### src/rtl/ili9341_spi_monitor.sv
`default_nettype none
// ============================================================================
// Module   : ili9341_spi_monitor
// Brief    : Display-side receiver for the ILI9341 4-wire write-only SPI link.
//            Oversamples the bus, deserialises command/data bytes, tracks the
//            window/RAMWR/power commands and emits RGB565 pixels with (x,y).
// Revision : 1.0 - initial release
// ============================================================================
module ili9341_spi_monitor #(
   parameter int          SYNC_STAGES = 2,
   parameter logic [15:0] DEF_EC      = 16'd239,
   parameter logic [15:0] DEF_EP      = 16'd319
) (
   input  logic        clk,
   input  logic        rst_n,
   input  logic        i_spi_sclk,
   input  logic        i_spi_cs_n,
   input  logic        i_spi_dc,
   input  logic        i_spi_din,
   output logic        o_byte_valid,
   output logic [7:0]  o_byte_data,
   output logic        o_byte_is_cmd,
   output logic        o_pix_valid,
   output logic [15:0] o_pix_data,
   output logic [15:0] o_pix_x,
   output logic [15:0] o_pix_y,
   output logic        o_frame_done,
   output logic        o_sleep_out,
   output logic        o_disp_on,
   output logic        o_err_abort
);

   typedef enum logic [2:0] {
      S_IDLE   = 3'd0,
      S_CASET  = 3'd1,
      S_PASET  = 3'd2,
      S_RAMWR  = 3'd3,
      S_IGNORE = 3'd4
   } state_t;

   // ------------------------------------------------------------------------
   // Front end: synchronisers, sclk edge detect, byte assembly
   // ------------------------------------------------------------------------
   logic [SYNC_STAGES-1:0] r_sclk_sync, r_cs_sync, r_dc_sync, r_din_sync;
   logic                   r_sclk_q;
   logic [6:0]             r_shift;
   logic [2:0]             r_cnt;
   logic                   r_bv, r_cmd, r_err;
   logic [7:0]             r_byte;

   logic w_sclk, w_cs_n, w_dc, w_din, w_rise;
   assign w_sclk = r_sclk_sync[SYNC_STAGES-1];
   assign w_cs_n = r_cs_sync[SYNC_STAGES-1];
   assign w_dc   = r_dc_sync[SYNC_STAGES-1];
   assign w_din  = r_din_sync[SYNC_STAGES-1];
   assign w_rise = w_sclk & ~r_sclk_q;

   // Bring the asynchronous SPI nets into the clk domain; cs_n idles high.
   always_ff @(posedge clk or negedge rst_n) begin
      if (!rst_n) begin
         r_sclk_sync <= '0;
         r_cs_sync   <= '1;
         r_dc_sync   <= '0;
         r_din_sync  <= '0;
         r_sclk_q    <= 1'b0;
      end else begin
         r_sclk_sync <= {r_sclk_sync[SYNC_STAGES-2:0], i_spi_sclk};
         r_cs_sync   <= {r_cs_sync[SYNC_STAGES-2:0],   i_spi_cs_n};
         r_dc_sync   <= {r_dc_sync[SYNC_STAGES-2:0],   i_spi_dc};
         r_din_sync  <= {r_din_sync[SYNC_STAGES-2:0],  i_spi_din};
         r_sclk_q    <= w_sclk;
      end
   end

   // Shift MSB-first on each sclk rise; the 8th bit latches the byte and dc.
   always_ff @(posedge clk or negedge rst_n) begin
      if (!rst_n) begin
         r_shift <= '0;
         r_cnt   <= '0;
         r_bv    <= 1'b0;
         r_cmd   <= 1'b0;
         r_err   <= 1'b0;
         r_byte  <= '0;
      end else if (w_cs_n) begin
         // Deselect mid-byte discards the partial byte and flags it once.
         r_cnt <= '0;
         r_bv  <= 1'b0;
         r_err <= (r_cnt != 3'd0);
      end else begin
         r_err <= 1'b0;
         r_bv  <= 1'b0;
         if (w_rise) begin
            r_shift <= {r_shift[5:0], w_din};
            if (r_cnt == 3'd7) begin
               r_byte <= {r_shift, w_din};
               r_cmd  <= ~w_dc;
               r_bv   <= 1'b1;
               r_cnt  <= '0;
            end else begin
               r_cnt <= r_cnt + 3'd1;
            end
         end
      end
   end

   // ------------------------------------------------------------------------
   // Command decoder, window tracking and pixel walker
   // ------------------------------------------------------------------------
   state_t      r_state, w_state_nxt;
   logic [1:0]  r_idx, w_idx_nxt;
   logic [7:0]  r_p0, r_p1, r_p2, w_p0_nxt, w_p1_nxt, w_p2_nxt;
   logic [15:0] r_sc, r_ec, r_sp, r_ep, w_sc_nxt, w_ec_nxt, w_sp_nxt, w_ep_nxt;
   logic [15:0] r_x, r_y, w_x_nxt, w_y_nxt;
   logic        r_phase, w_phase_nxt;
   logic [7:0]  r_hi, w_hi_nxt;
   logic        r_sleep, r_disp, w_sleep_nxt, w_disp_nxt;
   logic        w_pix, w_x_end, w_y_end;

   // Decoder state register.
   always_ff @(posedge clk or negedge rst_n) begin
      if (!rst_n) begin
         r_state <= S_IDLE;
         r_idx   <= '0;
         r_p0    <= '0;
         r_p1    <= '0;
         r_p2    <= '0;
         r_sc    <= '0;
         r_ec    <= DEF_EC;
         r_sp    <= '0;
         r_ep    <= DEF_EP;
         r_x     <= '0;
         r_y     <= '0;
         r_phase <= 1'b0;
         r_hi    <= '0;
         r_sleep <= 1'b0;
         r_disp  <= 1'b0;
      end else begin
         r_state <= w_state_nxt;
         r_idx   <= w_idx_nxt;
         r_p0    <= w_p0_nxt;
         r_p1    <= w_p1_nxt;
         r_p2    <= w_p2_nxt;
         r_sc    <= w_sc_nxt;
         r_ec    <= w_ec_nxt;
         r_sp    <= w_sp_nxt;
         r_ep    <= w_ep_nxt;
         r_x     <= w_x_nxt;
         r_y     <= w_y_nxt;
         r_phase <= w_phase_nxt;
         r_hi    <= w_hi_nxt;
         r_sleep <= w_sleep_nxt;
         r_disp  <= w_disp_nxt;
      end
   end

   // Low pixel byte in RAMWR completes a pixel in the same cycle as byte_valid.
   assign w_x_end = (r_x >= r_ec);
   assign w_y_end = (r_y >= r_ep);
   assign w_pix   = r_bv & ~r_cmd & (r_state == S_RAMWR) & r_phase;

   // Next-state logic: commands always restart decode, data follows the state.
   always_comb begin
      w_state_nxt = r_state;
      w_idx_nxt   = r_idx;
      w_p0_nxt    = r_p0;
      w_p1_nxt    = r_p1;
      w_p2_nxt    = r_p2;
      w_sc_nxt    = r_sc;
      w_ec_nxt    = r_ec;
      w_sp_nxt    = r_sp;
      w_ep_nxt    = r_ep;
      w_x_nxt     = r_x;
      w_y_nxt     = r_y;
      w_phase_nxt = r_phase;
      w_hi_nxt    = r_hi;
      w_sleep_nxt = r_sleep;
      w_disp_nxt  = r_disp;
      if (r_bv && r_cmd) begin
         w_idx_nxt   = '0;
         w_phase_nxt = 1'b0;
         w_state_nxt = S_IDLE;
         case (r_byte)
            8'h2A: w_state_nxt = S_CASET;
            8'h2B: w_state_nxt = S_PASET;
            8'h2C: begin
               w_state_nxt = S_RAMWR;
               w_x_nxt     = r_sc;
               w_y_nxt     = r_sp;
            end
            8'h11: w_sleep_nxt = 1'b1;
            8'h10: w_sleep_nxt = 1'b0;
            8'h29: w_disp_nxt  = 1'b1;
            8'h28: w_disp_nxt  = 1'b0;
            8'h01: begin
               w_sc_nxt    = '0;
               w_ec_nxt    = DEF_EC;
               w_sp_nxt    = '0;
               w_ep_nxt    = DEF_EP;
               w_sleep_nxt = 1'b0;
               w_disp_nxt  = 1'b0;
            end
            default: w_state_nxt = S_IGNORE;
         endcase
      end else if (r_bv) begin
         case (r_state)
            S_CASET, S_PASET: begin
               // Window registers change only once all four parameters are in.
               if (r_idx == 2'd3) begin
                  if (r_state == S_CASET) begin
                     w_sc_nxt = {r_p0, r_p1};
                     w_ec_nxt = {r_p2, r_byte};
                  end else begin
                     w_sp_nxt = {r_p0, r_p1};
                     w_ep_nxt = {r_p2, r_byte};
                  end
                  w_state_nxt = S_IDLE;
                  w_idx_nxt   = '0;
               end else begin
                  case (r_idx)
                     2'd0:    w_p0_nxt = r_byte;
                     2'd1:    w_p1_nxt = r_byte;
                     default: w_p2_nxt = r_byte;
                  endcase
                  w_idx_nxt = r_idx + 2'd1;
               end
            end
            S_RAMWR: begin
               if (!r_phase) begin
                  w_hi_nxt    = r_byte;
                  w_phase_nxt = 1'b1;
               end else begin
                  w_phase_nxt = 1'b0;
                  if (w_x_end) begin
                     w_x_nxt = r_sc;
                     w_y_nxt = w_y_end ? r_sp : r_y + 16'd1;
                  end else begin
                     w_x_nxt = r_x + 16'd1;
                  end
               end
            end
            default: ;
         endcase
      end
   end

   assign o_byte_valid  = r_bv;
   assign o_byte_data   = r_byte;
   assign o_byte_is_cmd = r_cmd;
   assign o_err_abort   = r_err;
   assign o_pix_valid   = w_pix;
   assign o_pix_data    = {r_hi, r_byte};
   assign o_pix_x       = r_x;
   assign o_pix_y       = r_y;
   assign o_frame_done  = w_pix & w_x_end & w_y_end;
   assign o_sleep_out   = r_sleep;
   assign o_disp_on     = r_disp;

endmodule
`default_nettype wire

### config.mk
export PLATFORM = sky130hd
export DESIGN_NAME = ili9341_spi_monitor
export DESIGN_NICKNAME = d
export VERILOG_FILES = /design/src/rtl/ili9341_spi_monitor.sv
export SDC_FILE = /design/constraint.sdc
export NUM_CORES = 1
export LEC_CHECK = 0
export CAP_MARGIN = 10
export CORE_MARGIN = 3
export CORE_UTILIZATION = 55
export DETAILED_ROUTE_END_ITERATION = 8
export GPL_ROUTABILITY_DRIVEN = 0
export MAX_ROUTING_LAYER = met4
export PLACE_DENSITY = 0.77
export SLEW_MARGIN = 40
export SYNTH_ARGS = -nofsm -noshare
export SYNTH_HDL_FRONTEND = slang
export SYNTH_SLANG_ARGS = --single-unit
export TNS_END_PERCENT = 100
### constraint.sdc
create_clock -name clk -period 3.3 [get_ports clk]
set_input_delay 0.66 -clock clk [delete_from_list [all_inputs] [get_ports clk]]
set_output_delay 0.66 -clock clk [all_outputs]
set_load 0.02 [all_outputs]
==> flow_summary_export.csv <==
group,metric,value,unit
pwr,total_power,4.34,mW
yosys,synthFlopType,"dfrtp_1",
floorplan,die_width,130,um
timing,final_hold_viol_count,0,
yosys,synth_edf_count,0,
yosys,syn-cell-area,8400,sq um
placement,pre_cts_ws,-0.0328,ns
drt,drtIter0Drc,792,
run,cap_violations,0,
placement,dp.cells,1107,
yosys,synth.avg_cell_area,9.83,sq um
clocking,clockRootBuffer,"clkbuf_16",
drt,routed-via-count,6912,
worst_setup_path,crit_type,"reg2out",
placement,dpl-instance-area,9530,sq um
placement,portBuffers,68,
floorplan,fp.dieArea,16800,sq um
timing,layout_min_cycle_time,3.25,ns
drt,drt_wl_total,21.7,mm
timing,worst_slack,0.0529,ns
drt,post_drt_wl_per_cell,19.0,um
layout,diodes,0,
clocking,insertion_delay,0.43,ns
floorplan,start_util,0.569,
global_route,grt_pass1_vias,6643,
yosys,ys_types,69,
timing,finalCritPeriodShare,0.984,
layout,drive_above_1_share,0.176,
yosys,synthCells,854,
worst_setup_path,startpoint_type,"flop",
pwr,ir_worst_vdd,324,uV
worst_setup_path,crit_required,2.64,ns
yosys,synth_area_leaders,"dfrtp_1 (45%), ha_1 (6.1%), mux2_2 (5.9%)",
drt,ant_nets,0,
global_route,grt_pass1_wl,34.6,mm
yosys,yosysSeqAreaShare,0.497,
timing,relSlewSlack,0.553,
drt,routed_via_density,6.06,
layout,syn2layout_area_growth,21.7,%
yosys,synth_seq_cells,166,
placement,dp.final_hpwl,14.9,mm
layout,nFillCells,1116,
yosys,synth-warning-count,0,
layout,final_util,0.693,
worst_setup_path,crit_fanout,2,
timing,clock_skew,0.00911,ns
global_route,grt_max_degree,72,
pwr,p_leak,4.45,nW
yosys,synth_nets,901,
floorplan,io_pins,69,
run_status,status,"finished, final reports clean",
clocking,cts_tree,"built",
layout,postLayoutCellArea,10200,sq um
layout,multi_input_area,3850,sq um
drt,drc_errors,0,
worst_setup_path,arrival,2.59,ns
clocking,numCtsBuffers,17,
layout,area.sequential,4170,sq um
floorplan,core,14800,sq um
global_route,antenna_found_initial,0,
yosys,yosysMostFrequentCell,"dfrtp_1",
clocking,htreeDepth,4,
timing,tightestPinTransition,0.671,ns
timing,rsz0062_at_grt,"yes",
drt,dr.pass1.iters,5,
clocking,clock_sinks,166,
yosys,async_flop_share,1.00,
global_route,grt_overflow,0,
yosys,synth_top_area_frac,0.447,
layout,instances_no_fill,1140,
timing,fmax,308,MHz
yosys,synth_common_cells,"dfrtp_1 (150), nand2_1 (118), o21ai_0 (76), inv_1 (50), mux2_2 (44)",
worst_setup_path,critPathCaptureType,"output pin",
yosys,synth_top_area_cell,"dfrtp_1",
clocking,clk_pin_slew,0.07,ns
floorplan,die_h,130,um
timing,slew_viol_final,0,
clocking,cts_hold_buf,0,
pwr,powerDensity,424,nW/um^2
layout,nNetsFinal,990,
worst_hold_path,hold_class,"in2async",
timing,setup_violations,0,
global_route,track_usage,0.275,
clocking,cts_buffer_depth,2,
floorplan,rows,44,
[path summary, 6_finish.rpt]
| check | from | endpoint | slack [ns] | cells past startpoint |
|---|---|---|---|---|
| min | rst_n | o_pix_y[11]$_DFFE_PN0P_ | 0.24 | 1 |
| max reg2reg | r_ec[0]$_DFFE_PN1P_ | o_pix_x[11]$_DFFE_PN0P_ | 0.38 | 10 |
| min in group clk | r_din_sync[0]$_DFF_PN0_ | r_din_sync[1]$_DFF_PN0_ | 0.35 | 0 |
| max in group asynchronous | rst_n | r_ep[4]$_DFFE_PN1P_ | 2.21 | 2 |
| max | r_ec[13]$_DFFE_PN0P_ | o_frame_done | 0.05 | 8 |
| min reg2reg | r_din_sync[0]$_DFF_PN0_ | r_din_sync[1]$_DFF_PN0_ | 0.35 | 0 |
[repair_timing]
| item | 4_1_cts | 5_1_grt |
|---|---|---|
| endpoints found under the hold margin | 0 | 0 |
| gates resized for setup | 5 | 5 |
| buffers inserted | 0 | 1 |
| pin swaps | 1 | 6 |
| setup endpoints to repair | 1 | 1 |
[logic make-up after synthesis]
group	after synthesis	synth area share
and+or+nand+nor	281	0.160
DFF	166	0.497
adders and majority gates	41	0.0611
xor gates and xnor gates	3	0.00313
AOI/OAI and AO/OA	201	0.151
muxes	56	0.0733
buffers and inverters	106	0.0545
[cell type report]
type                            count  share of cell area
Inverter                           50              0.0184
Timing Repair Buffer              126               0.112
Clock inverter                     14              0.0196
Sequential cell                   166               0.408
Multi-Input combinational cell    582               0.376
Tap cell                          184              0.0225
Clock buffer                       18              0.0430
[placed cells by master, fill, tap and decap left out, types with 7 or more instances in the layout]
cell               n
clkbuf_16         17
nand3_1           32
mux2i_1           12
o211ai_1          13
nor3_1            21
nand2_1          118
o21a_1             7
clkdlybuf4s50_1   66
nor2_1            40
and3_1             7
nand4_1           22
a32oi_1           10
dfrtp_1          150
a21oi_1           40
dfstp_2           16
ha_1              38
inv_1             50
o21ai_0           76
and2_1             8
o22ai_1            7
mux2_2            44
buf_4             56
[stage by stage]
stage               hold WS [ns]  setup TNS [ns]
floorplan                  0.331               0
global placement           0.333               0
detailed placement         0.339         -0.0328
CTS                        0.268               0
global route               0.281         -0.0188
finish                     0.236               0
[layer usage]
layer | routed length, um | global-route usage | vias up | share of wire
met5 | 0 | - | - | 0
li1 | - | - | 3216 | -
met2 | 10300 | 0.418 | 250 | 0.47
met3 | 1260 | 0.0503 | 62 | 0.058
met1 | 9390 | 0.366 | 3384 | 0.43
met4 | 741 | 0.119 | 0 | 0.034
[critical path, stage by stage (launching register included)]
cell	delay (ns)
dfrtp_1	0.36
inv_1	0.08
ha_4	0.27
nand4_1	0.12
or3_4	0.41
or4_4	0.49
nand3b_1	0.12
o211a_1	0.19
buf_6	0.12
[registers in the layout (all words and copies together), names as in the netlist, 3 cells and up]
register     count
o_pix_y         16
o_pix_x         16
r_ep            16
r_sc            16
r_sp            16
r_hi             8
r_cnt            3
r_ec            16
r_state          3
r_p1             8
r_p2             8
o_byte_data      8
r_shift          7
r_p0             8
[where the power goes]
group | switching, mW | internal, mW
sequential | 0.0292 | 2.08
clock | 0.838 | 1.29
combinational | 0.0547 | 0.0399
total | 0.922 | 3.41
No activity file was read; power rests on OpenSTA's default activity.
